## config.mk

```make
export PLATFORM = sky130hd
export DESIGN_NAME = osd_ram_scheduler
export DESIGN_NICKNAME = d
export VERILOG_FILES = /design/src/rtl/osd_ram_scheduler.sv
export SDC_FILE = /design/constraint.sdc
export NUM_CORES = 1
export LEC_CHECK = 0
export BUFFER_PORTS_ARGS = -buffer_cell sky130_fd_sc_hd__buf_4
export CORE_UTILIZATION = 45
export DETAILED_ROUTE_END_ITERATION = 10
export PLACE_DENSITY = 0.69
export SETUP_SLACK_MARGIN = 0.05
export SLEW_MARGIN = 30
export SYNTH_ARGS = -nofsm -noshare
export SYNTH_HDL_FRONTEND = slang
export SYNTH_SLANG_ARGS = --single-unit
```

## constraint.sdc

```tcl
create_clock -name clk -period 3.4 [get_ports clk]
set_input_delay 0.34 -clock clk [delete_from_list [all_inputs] [get_ports clk]]
set_output_delay 0.34 -clock clk [all_outputs]
set_load 0.02 [all_outputs]
```

## src/rtl/osd_ram_scheduler.sv

```systemverilog
// osd_ram_scheduler: arbitrates I2C OSD writes, bulk clears and a deferred-write FIFO onto one RAM write port
module osd_ram_scheduler #(
    parameter int CLEAR_LAST = 1023,
    parameter int FIFO_DEPTH = 4
) (
    input  logic       clk,
    input  logic       reset_n,
    input  logic       i2c_wren,
    input  logic [9:0] i2c_wraddress,
    input  logic [7:0] i2c_data,
    input  logic       clear_req,
    input  logic [7:0] fill_char,
    output logic       ram_wren,
    output logic [9:0] ram_wraddress,
    output logic [7:0] ram_dataIn,
    output logic       busy,
    output logic       clear_done,
    output logic [7:0] overflow_count
);
    localparam int AW = $clog2(FIFO_DEPTH);

    typedef enum logic [1:0] {IDLE, CLEAR, DRAIN} state_t;

    state_t         state;
    logic           rst_q;
    logic [9:0]     ptr;
    logic [7:0]     fill_q;
    logic [7:0]     fill_next;
    logic           pending;
    logic [17:0]    mem [FIFO_DEPTH];
    logic [AW-1:0]  rd;
    logic [AW-1:0]  wr;
    logic [AW:0]    count;
    logic           full;
    logic           pop;
    logic           push_ok;
    logic           drop;
    logic [17:0]    head;

    // reset asserts immediately, releases one edge later so the second edge after release is the first live one
    always_ff @(posedge clk or negedge reset_n)
        if (!reset_n) rst_q <= 1'b0;
        else          rst_q <= 1'b1;

    // FIFO handshakes: pops only while draining, pushes whenever a clear or drain owns the RAM port
    always_comb begin
        full    = count == (AW+1)'(FIFO_DEPTH);
        pop     = state == DRAIN && count != '0;
        push_ok = i2c_wren && state != IDLE && (!full || pop);
        drop    = i2c_wren && state != IDLE && full && !pop;
        head    = mem[rd];
    end

    assign busy = state != IDLE || pending;

    // deferred-write storage; a full FIFO may be written into the slot being popped this cycle
    always_ff @(posedge clk)
        if (push_ok) mem[wr] <= {i2c_wraddress, i2c_data};

    // scheduler FSM with registered RAM port, FIFO pointers and overflow counter
    always_ff @(posedge clk or negedge rst_q) begin
        if (!rst_q) begin
            state          <= IDLE;
            ptr            <= '0;
            fill_q         <= '0;
            fill_next      <= '0;
            pending        <= 1'b0;
            rd             <= '0;
            wr             <= '0;
            count          <= '0;
            ram_wren       <= 1'b0;
            ram_wraddress  <= '0;
            ram_dataIn     <= '0;
            clear_done     <= 1'b0;
            overflow_count <= '0;
        end else begin
            ram_wren   <= 1'b0;
            clear_done <= 1'b0;
            if (push_ok) wr <= wr + 1'b1;
            if (pop) rd <= rd + 1'b1;
            count <= count + (AW+1)'(push_ok) - (AW+1)'(pop);
            if (drop && overflow_count != 8'hff) overflow_count <= overflow_count + 1'b1;
            case (state)
                IDLE: begin
                    if (i2c_wren) begin
                        ram_wren      <= 1'b1;
                        ram_wraddress <= i2c_wraddress;
                        ram_dataIn    <= i2c_data;
                    end
                    if (clear_req) begin
                        fill_q <= fill_char;
                        ptr    <= '0;
                        state  <= CLEAR;
                    end
                end
                CLEAR: begin
                    ram_wren      <= 1'b1;
                    ram_wraddress <= ptr;
                    ram_dataIn    <= fill_q;
                    if (ptr == 10'(CLEAR_LAST)) begin
                        clear_done <= 1'b1;
                        state      <= DRAIN;
                    end else begin
                        ptr <= ptr + 1'b1;
                    end
                    if (clear_req) begin
                        pending   <= 1'b1;
                        fill_next <= fill_char;
                    end
                end
                DRAIN: begin
                    if (pop) begin
                        ram_wren                    <= 1'b1;
                        {ram_wraddress, ram_dataIn} <= head;
                    end
                    if (clear_req) begin
                        pending   <= 1'b1;
                        fill_next <= fill_char;
                    end
                    if (!pop && !i2c_wren) begin
                        if (pending || clear_req) begin
                            state   <= CLEAR;
                            ptr     <= '0;
                            pending <= 1'b0;
                            fill_q  <= clear_req ? fill_char : fill_next;
                        end else begin
                            state <= IDLE;
                        end
                    end
                end
                default: state <= IDLE;
            endcase
        end
    end
endmodule

```

## Yosys cells after proc, flatten, opt, wreduce, memory -nomap -nowiden

Memory sizes are Yosys's and may differ from the RTL's.
Cells that the tools add are included.

- Output and inout port bits: 29
- Logic and storage cells: 89
- Bits in registers: 65
- Memories kept: 1
- Bits in writable memories: 72
- Bits of input ports: 30

Memory list:

| memory | depth | bits a word | read ports | clocked after Yosys merged registers in | write ports | RTL line | text |
|---|---|---|---|---|---|---|---|
| mem | 4 | 18 | 1 | 0 | 1 | 30 | `logic [17:0] mem [FIFO_DEPTH];` |

- Mux-type cells: 32
- Eq/ne operators: 12
- Reduce and logical (&&, ||, !) cells: 24
- $add $sub $neg: 6

Operators with widths:

| kind | number |
|---|---|
| 2-to-1 mux 10 bit | 6 |
| one-hot mux 10 bit (3 select lines) | 2 |
| 2-to-1 mux 8 bit | 6 |
| one-hot mux 8 bit (3 select lines) | 1 |
| one-hot mux 8 bit (2 select lines) | 1 |
| adder 10 x 1 -> 10 bit, second input constant | 1 |
| equality test 10 bit, second input constant | 1 |
| 2-to-1 mux 1 bit | 10 |
| inequality test 2 bit, second input constant | 5 |
| adder 8 x 1 -> 8 bit, second input constant | 1 |
| inequality test 8 bit, second input constant | 1 |
| logical AND 1 bit | 7 |
| 2-to-1 mux 2 bit | 3 |
| one-hot mux 2 bit (3 select lines) | 1 |
| AND reduction 3 bit | 2 |
| nonzero test 2 bit | 3 |
| nonzero test 3 bit | 2 |
| AND reduction 5 bit | 1 |
| adder 2 x 1 -> 2 bit, second input constant | 2 |
| inequality test 2 x 1 -> 1 bit, second input constant | 2 |
| AND reduction 4 bit | 1 |
| adder 3 x 1 -> 3 bit | 1 |
| equality test 3 bit, second input constant | 1 |
| zero test 1 bit | 3 |
| 8 further kinds | 10 |

## Logic depth before layout (Yosys ltp)

Gate-level depths: netlist of the first run.

- Depth in word-level cells: 6
- Mapped depth: 13

## Worst setup path before layout of the first run

Ideal clock, no wire load.

- Kind: reg-to-reg
- Start point: reg state[0]
- End point: reg count[2]
- Arrival: 2525 ps
- Slack: 752 ps
- Cell stages (with the launch flop): 14
- Setup time: 123 ps
- Cell sequence: dfrtp_1 > inv_1 > ha_1 > buf_2 > nor4b_1 > nor3_1 > inv_1 > ha_1 > inv_1 > ha_1 > inv_1 > fa_1 > xnor2_1 > xnor2_1

- Word-level cells in the longest chain between the ends: 6
- Elaborated cells on any way between the ends: 8
- Those cells by class: 2 x add/sub; 1 x eq/ne; 5 x reduce/logical

Ends and longest elaborated chain:

| what | RTL line | text |
|---|---|---|
| start: declaration | 24 | `state_t state;` |
| start signal: assignment | 63 | `state <= IDLE;` |
| start signal: assignment | 93 | `state <= CLEAR;` |
| start signal: assignment | 102 | `state <= DRAIN;` |
| equality test 2 bit | 48 | `pop = state == DRAIN && count != '0;` |
| logical AND 1 bit | 48 |  |
| logical OR 1 bit | 49 | `push_ok = i2c_wren && state != IDLE && (!full \|\| pop);` |
| logical AND 1 bit | 49 |  |
| adder 3 x 1 -> 3 bit | 81 | `count <= count + (AW+1)'(push_ok) - (AW+1)'(pop);` |
| subtractor 3 x 1 -> 3 bit (*) | 81 |  |
| end signal: assignment | 81 |  |
| end: declaration | 33 | `logic [AW:0] count;` |

Mark *: on every way between the ends. The rest lies on a longest branch, timed or not.
A chain may end at the register's enable or synchronous reset.

## Worst setup path in the final report of the first run

Ends and elaborated chain as after synthesis.

==> results of run 1 <==
-- layout make-up --
class	count	area (sq um)	area share
multi-input cells	280	2090	0.292
flip-flops and latches	137	3790	0.529
clock inverters	9	51.3	0.00717
well taps	172	215	0.0301
clock buffers	23	468	0.0654
repair buffers	66	498	0.0696
inverters	13	48.8	0.00682
-- synthesized netlist by cell type (9+ instances only) --
cell / number
o21ai_0: 45
mux4_2: 18
inv_1: 13
clkbuf_1: 17
ha_1: 13
edfxtp_1: 72
dfrtp_1: 65
a21oi_1: 29
mux2_2: 26
nand2_1: 66
nand3_1: 9
-- per-layer routing --
layer	wire length, um	track usage	share of wire	vias up
met5	0	0	0	-
li1	-	-	-	1800
met1	5590	0.255	0.44	1923
met2	6080	0.308	0.48	147
met3	831	0.0562	0.065	21
met4	289	0.0881	0.023	0
-- sequential cells by signal, summed over array words and instances (netlist names) --
name	cells
overflow_count	8
wr	2
state	2
ptr	10
clear_done	1
ram_dataIn	8
pending	1
ram_wraddress	10
fill_q	8
count	3
mem	72
fill_next	8
ram_wren	1
rst_q	1
rd	2
-- worst max-delay path: stages (launching register included) --
cell	delay (ns)
dfrtp_1	0.41
inv_1	0.08
ha_1	0.21
nor4b_1	0.52
nor3_1	0.09
buf_4	0.18
inv_1	0.05
ha_1	0.22
inv_1	0.06
ha_1	0.13
inv_1	0.05
fa_1	0.37
xnor2_1	0.18
xnor2_1	0.14
-- how the worst max path moves through the flow --
| stage | to | start | slack (ns) | cells after the start |
|---|---|---|---|---|
| after floorplan | count[2] | state[0] | 0.75 | 13 |
| after global placement | count[2] | state[0] | 0.76 | 13 |
| after detailed placement | count[2] | state[0] | 0.62 | 13 |
| after CTS | count[2] | state[0] | 0.60 | 13 |
| after global routing | count[2] | state[0] | 0.37 | 13 |
| final | count[2] | state[0] | 0.62 | 13 |
-- stage by stage --
stage | instances | utilization | area (sq um) | setup slack, ns | total power [W]
5_1_grt | 700 | 0.558 | 7160 | 0.369 | 0.00447
3_5_place_dp | 667 | 0.517 | 6630 | 0.622 | 0.00271
2_1_floorplan | 453 | - | 6020 | 0.752 | 0.00248
6_report | 700 | 0.558 | 7160 | 0.617 | 0.00429
3_3_place_gp | 667 | 0.517 | 6630 | 0.764 | 0.00267
4_1_cts | 700 | 0.558 | 7150 | 0.598 | 0.00433
-- cells by family (layout without fill, tap and decap cells) --
kind of cell | Yosys count | after routing | share of synthesized area
muxes | 44 | 44 | 0.116
and+or+nand+nor | 110 | 110 | 0.0863
other | 1 | 1 | 0.000623
DFF | 137 | 137 | 0.630
AOI/OAI and AO/OA | 100 | 100 | 0.0969
buffers and inverters | 36 | 111 | 0.0243
xor gates and xnor gates | 11 | 11 | 0.0160
adders and majority gates | 14 | 14 | 0.0304
-- timing repair --
| action | 4_1_cts | 5_1_grt |
|---|---|---|
| setup buffers | 0 | 0 |
| hold endpoints to repair | 1 | 0 |
| hold buffers | 1 | 0 |
-- where the power goes --
group | switching, W | leakage, nW | total [W] | internal, W
registers | 0.000122 | 1.43 | 0.00215 | 0.00202
clock network | 0.000658 | 0.250 | 0.00162 | 0.000959
logic | 0.000305 | 1.19 | 0.000525 | 0.000220
==> impl_metrics.csv, run 1 <==
group,metric,value,unit
outcome,outcome,"finished, final reports clean",
worst_hold_path,worstHoldPathType,"in -> reg",
cts,clock-sinks,137,
place,gp_congestion,0.773,
timing,rsz0062_at_grt,"false",
timing,tightest_slew,0.949,ns
critical_path,worst-r2r-setup-slack,0.62,ns
floorplan,dieHeight,118,um
place,hpwl,8180,um
timing,relSlewSlack,0.368,
timing,whs,0.129,ns
finish,final_cell_mix,"edfxtp_1 (72), nand2_1 (66), buf_4 (65), dfrtp_1 (64), o21ai_0 (45)",
critical_path,crit_path_max_fanout,8,
floorplan,rows,41,
cts,clock_insertion_delay_worst_skew,0.42,ns
critical_path,end_kind,"flop",
finish,nets,559,
synth,netlist_area,6020,sq um
timing,setup_tns,0,ns
synth,syn_inst,453,
synth,yosysSeqAreaShare,0.630,
detailed_routing,routed_wl,12800,um
timing,slew_viol_final,0,
floorplan,die_area,13800,sq um
global_routing,grt_max_degree,39,
critical_path,arrival,3.12,ns
cts,post_cts_resized,0,
global_routing,grt_overflow_total,0,
floorplan,core,12800,sq um
synth,netlist_top_cells_area,"edfxtp_1 (36%), dfrtp_1 (27%), mux4_2 (6.7%), mux2_2 (4.9%), nand2_1 (4.1%)",
detailed_routing,drt_pass1_iterations,5,
cts,clock_path_buffers,2,
power_and_ir_drop,ir_drop,0.469,mV
synth,async_reset_ff_frac,0.474,
synth,synth_top_area_frac,0.359,
detailed_routing,vias_per_cell,5.56,
timing,fin_worst_skew,0.00601,ns
synth,ys_types,44,
critical_path,reg2reg_from,"state[0]",
job,max_cap_violations,0,
cts,numCtsBuffers,17,
synth,synth.net_count,497,
power_and_ir_drop,pwr_density_cell,599,nW/um^2
global_routing,grt_pass1_wl,20500,um
detailed_routing,wl_per_cell,18.3,um
timing,fin_crit,2.78,ns
global_routing,grt_pass1_vias,3899,
timing,finalHoldViolations,0,
floorplan,initial_utilization,0.469,
detailed_routing,postRouteAntennaNets,0,
global_routing,grt_usage,0.197,
critical_path,cp.required,3.74,ns
place,portBuffers,58,
synth,synth-edff-count,72,
synth,synth.ff_latch_count,137,
finish,drive_gt1_frac,0.275,
timing,finalCritPeriodShare,0.818,
finish,antennaDiodeCount,0,
critical_path,r2r_cells,13,
detailed_routing,dr_total_vias,3891,
synth,ys_warn_count,0,
cts,cts_tree,"done",
timing,fmax,0.359,GHz
cts,root_buffer,"clkbuf_16",
critical_path,crit_type,"reg -> reg",
timing,setup_violations,0,
finish,final_common_cell,"edfxtp_1",
cts,path_clk_slew,0.06,ns
worst_hold_path,hp-start,"i2c_wraddress[6]",
finish,nFillCells,1094,
cts,h-tree-depth,4,
synth,synth_largest_area_cell,"edfxtp_1",
detailed_routing,dr.first_iter.drc_count,231,
synth,synth.avg_cell_area,13.3,sq um
global_routing,grt_antenna_before_repair,0,
critical_path,cp-start-kind,"flop",
critical_path,r2r-end,"count[2]",
worst_hold_path,worstHoldPathCells,1,
floorplan,io_pins,59,
detailed_routing,drcViolationCount,0,
power_and_ir_drop,leakagePower,2.87,nW
floorplan,die_w,118,um
finish,syn_to_final_growth,18.9,%
worst_hold_path,min_to,"mem[1][14]",
synth,ys.flop_type,"edfxtp_1",
Note: power is estimated with default switching activity, not from simulation.
==> run 2: changes to the inputs <==
==> constraint.sdc (replaced) <==
create_clock -name clk -period 2.9 [get_ports clk]
set_input_delay 0.29 -clock clk [delete_from_list [all_inputs] [get_ports clk]]
set_output_delay 0.29 -clock clk [all_outputs]
set_load 0.02 [all_outputs]
==> run 2 against run 1 <==
Compared with the run above:
- utilization grew 1.0 points
- global-route usage up 1.4 points
- worst hold slack lost 0.052 ns
- clock-buffer cell count decreased by 4
- first-iteration DRC count is 0.87% lower
- die area stayed put
- sequential cell count did not move
- cell area up 1.8%
- final cell count is 0.86% higher
- wire length up 3.8%
==> impl_metrics.csv, run 2 (same netlist as run 1, synthesis figures left out) <==
group,metric,value,unit
power_and_ir_drop,leakagePower,2.92,nW
place,hpwl,8680,um
cts,cts_tree,"done",
critical_path,r2r_cells,12,
floorplan,rows,41,
timing,slew_viol_final,0,
global_routing,grt_pass1_vias,4013,
critical_path,cp-endpoint,"count[2]",
critical_path,r2r-end,"count[2]",
timing,fin_worst_skew,0.00871,ns
detailed_routing,postRouteAntennaNets,0,
detailed_routing,vias_per_cell,5.53,
finish,regMostFlops,"mem",
detailed_routing,drcViolationCount,0,
floorplan,initial_utilization,0.469,
floorplan,die_area,13800,sq um
job,max_cap_violations,0,
cts,clock_path_buffers,2,
place,placed_cell_area,6680,sq um
floorplan,dieHeight,118,um
finish,top_regs,"mem: 72 flops, ptr: 10 flops, ram_wraddress: 10 flops",
global_routing,grt_overflow_total,0,
critical_path,crit_path_max_fanout,5,
cts,root_buffer,"clkbuf_16",
cts,post_cts.repair.setup_buffers,0,
timing,rsz0062_at_grt,"false",
place,portBuffers,58,
global_routing,grt_usage,0.211,
critical_path,arrival,2.82,ns
finish,fin_area,7290,sq um
floorplan,core,12800,sq um
finish,syn_to_final_growth,21.1,%
cts,clock-sinks,137,
finish,drive_gt1_frac,0.290,
detailed_routing,drt_pass1_iterations,5,
cts,post_cts_resized,0,
detailed_routing,wl_per_cell,18.8,um
timing,fmax,0.398,GHz
critical_path,end_kind,"flop",
critical_path,reg2reg_from,"state[0]",
place,place_inst,673,
critical_path,crit_type,"reg -> reg",
power_and_ir_drop,ir_drop,0.393,mV
floorplan,die_w,118,um
finish,final_cell_mix,"edfxtp_1 (72), buf_4 (70), nand2_1 (66), dfrtp_1 (64), o21ai_0 (45)",
finish,final_common_cell,"edfxtp_1",
cts,cts_hold_buf,1,
timing,whs,0.0766,ns
timing,finalHoldViolations,0,
global_routing,grt_antenna_before_repair,0,
critical_path,cp-start-kind,"flop",
cts,h-tree-depth,4,
global_routing,grt_pass1_wl,21900,um
timing,tightest_slew,0.864,ns
timing,setup_violations,0,
cts,path_clk_slew,0.06,ns
detailed_routing,dr_total_vias,3905,
cts,numCtsBuffers,17,
global_routing,grt_max_degree,29,
detailed_routing,dr.first_iter.drc_count,229,
critical_path,startpoint,"state[0]",
finish,final_util,0.568,
critical_path,worst-r2r-setup-slack,0.39,ns
finish,stdcell_count,706,
worst_hold_path,worstHoldPathType,"in -> reg",
power_and_ir_drop,pwr_density_cell,723,nW/um^2
timing,finalCritPeriodShare,0.866,
finish,antennaDiodeCount,0,
timing,setup_tns,0,ns
finish,nets,565,
cts,clock_insertion_delay_worst_skew,0.42,ns
timing,relSlewSlack,0.424,
finish,largest_register_ffs,72,
detailed_routing,routed_wl,13300,um
floorplan,io_pins,59,
outcome,outcome,"finished, final reports clean",
timing,fin_crit,2.51,ns
place,gp_congestion,0.830,
critical_path,cp.required,3.21,ns
run 2: how the worst min path moves through the flow:
stage,from,end,slack [ns],cells past startpoint
6_report,i2c_wraddress[9],mem[0][17],0.08,1
5_1_grt,i2c_wraddress[9],mem[1][17],0.07,1
4_1_cts,i2c_wraddress[9],mem[2][17],0.06,1
3_5_place_dp,reset_n,rst_q,0.07,1
3_3_place_gp,reset_n,rst_q,0.07,1
2_1_floorplan,reset_n,rst_q,-0.006,0
run 2: worst max-delay path: stages, from the launching register on:
cell	delay (ns)
dfrtp_1	0.41
inv_1	0.09
ha_1	0.23
nor4b_1	0.38
nor3_1	0.12
inv_1	0.08
ha_1	0.21
inv_1	0.06
ha_1	0.13
inv_1	0.05
fa_1	0.37
xnor2_1	0.14
xnor2_1	0.13
run 2: layout make-up:
class                      count  area (sq um)
clock inverter                13           148
timing repair buffer          72           556
sequential                   137          3790
multi-input combinational    280          2090
inverter                      13          48.8
fill                        1102          5540
tap                          172           215
clock buffer                  19           443
run 2: metal layers:
metal  part of all wire  GRT usage  vias up
met1               0.46      0.280     1995
met4              0.015     0.0817        0
met3              0.036     0.0504       16
met5                  0          0        -
met2               0.49      0.335       75
li1                   -          -     1819
run 2: through the flow:
stage / setup WS [ns] / power (W)
after detailed placement: 0.339 / 0.00318
after CTS: 0.333 / 0.00532
after floorplan: 0.252 / 0.00290
after global routing: 0.198 / 0.00548
after global placement: 0.461 / 0.00313
final: 0.387 / 0.00527
run 2: power breakdown:
part / internal (W) / leakage (nW) / switching [W] / total [W]
sequential: 0.00237 / 1.43 / 0.000148 / 0.00252
clock: 0.00129 / 0.264 / 0.000841 / 0.00213
combinational: 0.000266 / 1.23 / 0.000349 / 0.000615
